$ cat src/rtl/pciecfg_pkg.sv
// rtl/pciecfg_pkg.sv - shared widths, constants and FSM states for the config management arbiter
package pciecfg_pkg;

    localparam int DW_ADDR_W = 10;
    localparam int DATA_W    = 32;
    localparam int BE_W      = 4;

    localparam logic [DATA_W-1:0] ABORT_RDATA = 32'hFFFF_FFFF;

    typedef enum logic [1:0] {
        IDLE  = 2'd0,
        ISSUE = 2'd1,
        RESP  = 2'd2,
        GAP   = 2'd3
    } cfg_state_t;

endpackage

$ cat src/rtl/rr_arb.sv
// rtl/rr_arb.sv - round-robin grant: first asserted request at or after ptr, wrapping
module rr_arb #(
    parameter int N  = 2,
    parameter int IW = 1
) (
    input  logic [N-1:0]  req,
    input  logic [IW-1:0] ptr,
    output logic [N-1:0]  gnt,
    output logic [IW-1:0] gnt_idx
);

    int   slot;
    logic found;

    always_comb begin
        gnt     = '0;
        gnt_idx = '0;
        found   = 1'b0;
        slot    = 0;
        for (int k = 0; k < N; k++) begin
            slot = int'(ptr) + k;
            if (slot >= N) begin
                slot = slot - N;
            end
            if (!found && req[slot]) begin
                found     = 1'b1;
                gnt[slot] = 1'b1;
                gnt_idx   = IW'(slot);
            end
        end
    end

endmodule

$ cat src/rtl/cfg_mgmt_arb.sv
// rtl/cfg_mgmt_arb.sv - arbitrates NREQ requesters onto the PCIe config management port with timeout
module cfg_mgmt_arb
    import pciecfg_pkg::*;
#(
    parameter int NREQ        = 2,
    parameter int TIMEOUT_CYC = 256
) (
    input  logic                            clk,
    input  logic                            rst,
    input  logic [NREQ-1:0]                 req_valid,
    input  logic [NREQ-1:0]                 req_we,
    input  logic [NREQ-1:0][DW_ADDR_W-1:0]  req_dwaddr,
    input  logic [NREQ-1:0][BE_W-1:0]       req_byte_en,
    input  logic [NREQ-1:0][DATA_W-1:0]     req_wdata,
    output logic [NREQ-1:0]                 req_done,
    output logic                            req_err,
    output logic [DATA_W-1:0]               req_rdata,
    output logic                            busy,
    output logic [DW_ADDR_W-1:0]            cfg_mgmt_dwaddr,
    output logic                            cfg_mgmt_rd_en,
    output logic                            cfg_mgmt_wr_en,
    output logic [BE_W-1:0]                 cfg_mgmt_byte_en,
    output logic [DATA_W-1:0]               cfg_mgmt_di,
    input  logic [DATA_W-1:0]               cfg_mgmt_do,
    input  logic                            cfg_mgmt_rd_wr_done
);

    localparam int IW = (NREQ > 1) ? $clog2(NREQ) : 1;
    localparam int CW = $clog2(TIMEOUT_CYC + 1);

    cfg_state_t           state_q, state_d;
    logic [IW-1:0]        rr_ptr_q, rr_ptr_d;
    logic [NREQ-1:0]      gnt_oh_q, gnt_oh_d;
    logic [CW-1:0]        cnt_q, cnt_d;
    logic [DW_ADDR_W-1:0] dwaddr_d;
    logic [BE_W-1:0]      be_d;
    logic [DATA_W-1:0]    di_d, rdata_d;
    logic                 rd_en_d, wr_en_d, err_d;
    logic [NREQ-1:0]      done_d;

    logic [NREQ-1:0]      arb_gnt;
    logic [IW-1:0]        arb_idx;

    rr_arb #(.N(NREQ), .IW(IW)) u_rr_arb (
        .req     (req_valid),
        .ptr     (rr_ptr_q),
        .gnt     (arb_gnt),
        .gnt_idx (arb_idx)
    );

    // The management output registers double as the latched request, so
    // requester inputs are only looked at on the IDLE grant cycle.
    always_comb begin
        state_d  = state_q;
        rr_ptr_d = rr_ptr_q;
        gnt_oh_d = gnt_oh_q;
        cnt_d    = cnt_q;
        dwaddr_d = cfg_mgmt_dwaddr;
        be_d     = cfg_mgmt_byte_en;
        di_d     = cfg_mgmt_di;
        rd_en_d  = cfg_mgmt_rd_en;
        wr_en_d  = cfg_mgmt_wr_en;
        err_d    = req_err;
        rdata_d  = req_rdata;
        done_d   = '0;
        case (state_q)
            IDLE: begin
                if (|req_valid) begin
                    state_d  = ISSUE;
                    gnt_oh_d = arb_gnt;
                    rr_ptr_d = (int'(arb_idx) == NREQ - 1) ? '0 : arb_idx + 1'b1;
                    cnt_d    = '0;
                    dwaddr_d = req_dwaddr[arb_idx];
                    di_d     = req_wdata[arb_idx];
                    be_d     = req_we[arb_idx] ? req_byte_en[arb_idx] : '0;
                    rd_en_d  = ~req_we[arb_idx];
                    wr_en_d  = req_we[arb_idx];
                end
            end
            ISSUE: begin
                // An ack on the terminal-count cycle takes priority over the abort.
                if (cfg_mgmt_rd_wr_done) begin
                    state_d = RESP;
                    rd_en_d = 1'b0;
                    wr_en_d = 1'b0;
                    rdata_d = cfg_mgmt_wr_en ? '0 : cfg_mgmt_do;
                    err_d   = 1'b0;
                    done_d  = gnt_oh_q;
                end else if (cnt_q == CW'(TIMEOUT_CYC - 1)) begin
                    state_d = RESP;
                    rd_en_d = 1'b0;
                    wr_en_d = 1'b0;
                    rdata_d = ABORT_RDATA;
                    err_d   = 1'b1;
                    done_d  = gnt_oh_q;
                end else begin
                    cnt_d = cnt_q + 1'b1;
                end
            end
            RESP:    state_d = GAP;
            GAP:     state_d = IDLE;
            default: state_d = IDLE;
        endcase
    end

    always_ff @(posedge clk) begin
        if (rst) begin
            state_q          <= IDLE;
            rr_ptr_q         <= '0;
            gnt_oh_q         <= '0;
            cnt_q            <= '0;
            cfg_mgmt_dwaddr  <= '0;
            cfg_mgmt_byte_en <= '0;
            cfg_mgmt_di      <= '0;
            cfg_mgmt_rd_en   <= 1'b0;
            cfg_mgmt_wr_en   <= 1'b0;
            req_done         <= '0;
            req_err          <= 1'b0;
            req_rdata        <= '0;
            busy             <= 1'b0;
        end else begin
            state_q          <= state_d;
            rr_ptr_q         <= rr_ptr_d;
            gnt_oh_q         <= gnt_oh_d;
            cnt_q            <= cnt_d;
            cfg_mgmt_dwaddr  <= dwaddr_d;
            cfg_mgmt_byte_en <= be_d;
            cfg_mgmt_di      <= di_d;
            cfg_mgmt_rd_en   <= rd_en_d;
            cfg_mgmt_wr_en   <= wr_en_d;
            req_done         <= done_d;
            req_err          <= err_d;
            req_rdata        <= rdata_d;
            busy             <= (state_d != IDLE);
        end
    end

endmodule

$ cat config.mk
export PLATFORM = sky130hd
export DESIGN_NAME = cfg_mgmt_arb
export DESIGN_NICKNAME = d
export VERILOG_FILES = /design/src/rtl/pciecfg_pkg.sv /design/src/rtl/rr_arb.sv /design/src/rtl/cfg_mgmt_arb.sv
export SDC_FILE = /design/constraint.sdc
export NUM_CORES = 1
export LEC_CHECK = 0
export CAP_MARGIN = 40
export CORE_ASPECT_RATIO = 0.7
export CORE_MARGIN = 5
export CORE_UTILIZATION = 42
export CTS_CLUSTER_SIZE = 24
export DETAILED_ROUTE_END_ITERATION = 8
export PLACE_DENSITY = 0.94
export SLEW_MARGIN = 15
export SYNTH_ARGS = -nofsm -noshare
export SYNTH_HDL_FRONTEND = slang
export SYNTH_SLANG_ARGS = --single-unit
$ cat constraint.sdc
create_clock -name clk -period 5.5 [get_ports clk]
set_input_delay 0.55 -clock clk [delete_from_list [all_inputs] [get_ports clk]]
set_output_delay 0.55 -clock clk [all_outputs]
set_load 0.02 [all_outputs]
* Word-level counts from Yosys, hierarchy flattened
Index checks and enable logic that the tools add are counted.
** Operators by class
- Add/subtract/negate cells :: 5
- Order comparisons :: 7
- Eq/ne operators :: 8
- Multiplexer cells :: 48
- Bitwise gates (word level) :: 3
- Reduce and logical (&&, ||, !) cells :: 14
** Operator list (number)
- 2-to-1 mux 32 bit :: 7
- greater-or-equal comparator 32 x 1 -> 1 bit, second input constant :: 2
- < comparator 32 x 3 -> 1 bit, second input constant :: 2
- greater-or-equal comparator 32 x 3 -> 1 bit, second input constant :: 1
- subtractor 32 x 3 -> 32 bit, second input constant :: 1
- 2-to-1 mux 9 bit :: 3
- 2-to-1 mux 1 bit :: 20
- 2-to-1 mux 10 bit :: 2
- one-hot mux 9 bit (2 select lines) :: 1
- 2-to-1 mux 2 bit :: 7
- 2-to-1 mux 4 bit :: 3
- adder 9 x 1 -> 9 bit, second input constant :: 1
- == test 9 x 8 -> 1 bit, second input constant :: 1
- one-hot mux 2 bit (4 select lines) :: 1
- != test 2 bit, second input constant :: 3
- nonzero test 2 bit :: 3
- == test 2 bit, second input constant :: 2
- one-hot mux 1 bit (2 select lines) :: 2
- AND reduction 2 bit :: 2
- AND reduction 4 bit :: 1
- OR reduction 2 bit :: 2
- logical AND 1 bit :: 3
- != test 3 bit, second input constant :: 1
- AND reduction 3 bit :: 1
- other kinds (11) :: 13
** Storage, ports and cells
- Register bits :: 98
- Output and inout port bits :: 84
- Logic and storage cells :: 98

* Depth between registers and ports, before layout
- Depth in word-level cells :: 14
- Mapped depth :: 8
- Depth with buffers taken out :: 8

* Modules after synthesis
From an unflattened synthesis, not the netlist that was laid out.
** Second synthesis, totals
- Cell total of the unflattened synthesis :: 448
- Area total of the unflattened synthesis :: 4110.2 sq um
** By module, submodules not included
- cfg_mgmt_arb :: instances 1, cells an instance 444, area an instance 4080.2 sq um
- rr_arb :: instances 1, cells an instance 4, area an instance 30.0 sq um

* Worst setup path before layout
No wires, ideal clock.
- Path kind :: reg2reg
- From :: register cnt_q[3]
- To :: register cnt_q[2]
- Library setup time :: 0.117 ns
- Arrival time :: 2.049 ns
- Required time :: 5.383 ns
- Slack :: 3.333 ns
- Stages on the path, launching flop included :: 9
- Buffers on the path :: 0
- Period minus slack after synthesis :: 2.167 ns
- Path through :: dfxtp_1 -> and2_1 -> and3_1 -> and4_1 -> ha_1 -> or4b_2 -> o21ai_0 -> o31a_1 -> nor2_1
** Between the ends
- Cells in the longest elaborated chain, start to end :: 3
** RTL lines
- start: declaration :: RTL line cfg_mgmt_arb.sv:34 : logic [CW-1:0] cnt_q, cnt_d;
- start signal: assignment :: RTL line cfg_mgmt_arb.sv:125 : cnt_q <= cnt_d;
- == test 9 x 8 -> 1 bit :: RTL line cfg_mgmt_arb.sv:89 : end else if (cnt_q == CW'(TIMEOUT_CYC - 1)) begin
- != test 2 bit (no source line)
- AND reduction 4 bit (no source line)
No other way between the ends.
A chain may end at the register's enable or synchronous reset.

* Final worst setup path
- From :: register cnt_q[3]
- To :: register cnt_q[6]
** Between the ends
- Cells in the longest elaborated chain, start to end :: 4
- Elaborated cells on any way between the ends :: 7
- Those cells by class :: add/sub: 1; eq/ne: 2; mux: 3; reduce/logical: 1
** RTL lines
- adder 9 x 1 -> 9 bit :: RTL line cfg_mgmt_arb.sv:97 : cnt_d = cnt_q + 1'b1;
- 2-to-1 mux 9 bit :: RTL line cfg_mgmt_arb.sv:89
- 2-to-1 mux 9 bit :: RTL line cfg_mgmt_arb.sv:82 : if (cfg_mgmt_rd_wr_done) begin
- one-hot mux 9 bit (2 select lines) :: RTL line cfg_mgmt_arb.sv:66 : case (state_q)
Parallel ways exist; a longest one is shown, timed or not. The select of a mux whose other input is x is not followed.

==> results.cfg <==
[global_route]
grt_max_degree = 51
grt_pass1_wl_mm = 20.54
groute.usage.overall = 0.2198
grt_pass1_vias = 4222
grt-ovfl-total = 0
antenna_found_initial = 0

[critical_path]
cp-end-kind = flop
worst-r2r-cell-count = 8
crit_start = cnt_q[3]$_SDFFE_PP0P_
cp_num_buf_inv = 0
path_max_fanout = 9
reg2reg_slack_ps = 2980
crit_path_end = cnt_q[6]$_SDFFE_PP0P_
worst-path-stages = 8
timing.rr.end = cnt_q[6]$_SDFFE_PP0P_
cp_top_family = simple AND/OR/NAND/NOR gates
crit_type = flop to flop
timing.rr.start = cnt_q[3]$_SDFFE_PP0P_
worstPathRequired_ps = 5770
crit_chain = and2_1 > and3_1 > and4_1 > ha_1 > nor4b_1 > a21oi_1 > or4_1 > nand2_1
cpPeakStageDelay_ps = 520
slowest_stage = or4_1
cp-start-kind = flop
crit_arrival_ps = 2790

[sta]
skew_ps = 9.456
relSlewSlack = 0.5396
hold_viol = 0
max_slew.worst_pin.slew_ps = 690.6
fin_crit_sh = 0.4575
fin_ws_ps = 2984
fmax_mhz = 397.4
tns_ps = 0
rsz0062_at_grt = false
fin_crit_ps = 2516
drv_slew = 0
setup_violations = 0

[routing]
drt-vias-per-instance = 5.159
wl_per_cell_um = 16.77
ant_nets = 0
vias = 4019
drt-total-wl_mm = 13.06
drc = 0
drt_iter0_drc = 218
drt_pre_antenna_iters = 4

[cells_and_area]
register_area_um2 = 1962
area_growth_pct = 65.98
final_common_cell = clkdlybuf4s50_1
final_cell_mix = clkdlybuf4s50_1, dfxtp_1, nand2_1, o21ai_0, mux2i_1
nFillCells = 651
drive_gt1_frac = 0.04733
num-nets-final = 784
multi_input_comb_area_um2 = 1891
num_antenna_cells = 0

[synthesis]
syn_area_um2 = 3994
yosysTopAreaCellShare = 0.4912
synthFlopType = dfxtp_1
netlist_top_cells_area = dfxtp_1, mux2i_1, o21ai_0, nand2_1, nor2b_1
yosysTopAreaCell = dfxtp_1
synth-edff-count = 0
synth_cell_type_count = 44
ys_ff_latch = 98
syn_inst = 446
synth_nets = 580
ys_seq_area_frac = 0.4912
synth_area_per_cell_um2 = 8.955
yosys_warnings = 0
synthArstFlopShare = 0

[clocking]
numCtsBuffers = 9
hold_buffers = 0
root_buffer = clkbuf_16
cts_tree = done
cts_buffer_depth = 2
clk_pin_slew_ps = 60
clock_latency_ps = 330
cts_setup_buffers = 0
cts-resized-gates = 0
clock-sinks = 98
cts_max_level = 3

[floorplan]
start_util = 0.4351
dieArea_um2 = 11590
dieWidth_um = 126.6
rows = 29
num_io_pins = 215
fp.dieH_um = 91.59
core_um2 = 9180

[job]
cap_violations = 0

[min_path]
hp-class = flop to flop

[placed_design]
dp_hpwl_mm = 10.33
gp_congestion = 0.7917
port_buffers = 214
place_ws_ps = 3004

[pwr]
leakage_uw = 0.002657
swShare = 0.2726
p_total_uw = 1975
internal_power_uw = 1437
p_sw_uw = 538.4
p_comb_frac = 0.259
powerDensity_nw_per_um2 = 297.9
seqPwrFrac = 0.414
p_clk_frac = 0.327
ir_drop_uv = 146.4

[outcome]
outcome = finished, final reports clean
-- layout make-up --
type                    instances  share of cell area
repair buffers                223              0.3454
flip-flops and latches         98              0.2960
multi-input cells             314              0.2852
clock buffers                  13             0.04077
well taps                     124             0.02341
clock inverters                 3            0.006984
inverters                       4            0.002265
-- flip-flops by register name, summed over array words and instances, names as in the netlist --
| signal | count |
|---|---|
| req_rdata | 32 |
| cfg_mgmt_rd_en | 1 |
| gnt_oh_q | 2 |
| cfg_mgmt_dwaddr | 10 |
| busy | 1 |
| req_done | 2 |
| cnt_q | 9 |
| req_err | 1 |
| cfg_mgmt_wr_en | 1 |
| cfg_mgmt_di | 32 |
| state_q | 2 |
| cfg_mgmt_byte_en | 4 |
| rr_ptr_q | 1 |
-- synth_stat cells, types with 3 or more instances --
library cell and count:
ha_1 3, nand2_1 55, nor2b_1 33, nand4_1 3, o21ai_0 49, dfxtp_1 98
clkbuf_1 15, nor2_1 45, mux2i_1 46, buf_2 13, inv_1 4, o22ai_1 32
and3_1 3, a21oi_1 9
-- power by group through the flow --
stage | Clock, uW | Sequential [uW] | Combinational [uW]
floorplan | 0 | 898 | 166
global placement | 0 | 833 | 478
detailed placement | 0 | 832 | 512
CTS | 660 | 818 | 515
global route | 691 | 826 | 547
finish | 645 | 818 | 512
-- through the flow --
step                area [um2]  utilization  cells  hold slack (ps)
global placement          6195       0.6748    758            434.7
floorplan                 3994            -    446            445.6
CTS                       6629       0.7221    779            455.2
global route              6629       0.7221    779            486.1
finish                    6629       0.7221    779            452.1
detailed placement        6312       0.6876    763            442.9
-- metal layers --
| layer | GRT usage | part of all wire | vias to the layer above |
|---|---|---|---|
| li1 | - | - | 1955 |
| met1 | 0.2502 | 0.39 | 1877 |
| met2 | 0.3886 | 0.51 | 158 |
| met3 | 0.07273 | 0.077 | 29 |
| met4 | 0.07232 | 0.026 | 0 |
| met5 | 0 | 0 | - |
-- worst min path at each step --
stage                                               start                              end  slack [ps]  cells past startpoint
after floorplan                  gnt_oh_q[0]$_SDFFE_PP0P_         gnt_oh_q[0]$_SDFFE_PP0P_         450                      2
after global placement        cfg_mgmt_di[6]$_SDFFE_PP0P_      cfg_mgmt_di[6]$_SDFFE_PP0P_         430                      2
after detailed placement      cfg_mgmt_di[4]$_SDFFE_PP0P_      cfg_mgmt_di[4]$_SDFFE_PP0P_         440                      2
after CTS                     cfg_mgmt_di[4]$_SDFFE_PP0P_      cfg_mgmt_di[4]$_SDFFE_PP0P_         460                      2
after global routing      cfg_mgmt_dwaddr[5]$_SDFFE_PP0P_  cfg_mgmt_dwaddr[5]$_SDFFE_PP0P_         490                      2
final                        cfg_mgmt_di[13]$_SDFFE_PP0P_     cfg_mgmt_di[13]$_SDFFE_PP0P_         450                      2
-- worst register-to-register path, cell delays in order (launching register included) --
cell,delay (ps)
dfxtp_1,330
and2_1,170
and3_1,220
and4_1,240
ha_1,240
nor4b_1,410
a21oi_1,260
or4_1,520
nand2_1,70
-- cells by family (layout without fill, tap and decap cells) --
| kind of cell | after synthesis | count (layout) | synth area share |
|---|---|---|---|
| buffers and inverters | 34 | 243 | 0.03822 |
| adders and majority gates | 3 | 3 | 0.009399 |
| and+or+nand+nor | 158 | 158 | 0.1886 |
| DFF | 98 | 98 | 0.4912 |
| muxes | 46 | 46 | 0.1153 |
| AOI/OAI and AO/OA | 106 | 106 | 0.1551 |
| xor gates and xnor gates | 1 | 1 | 0.002193 |
No activity file was read; power rests on OpenSTA's default activity.
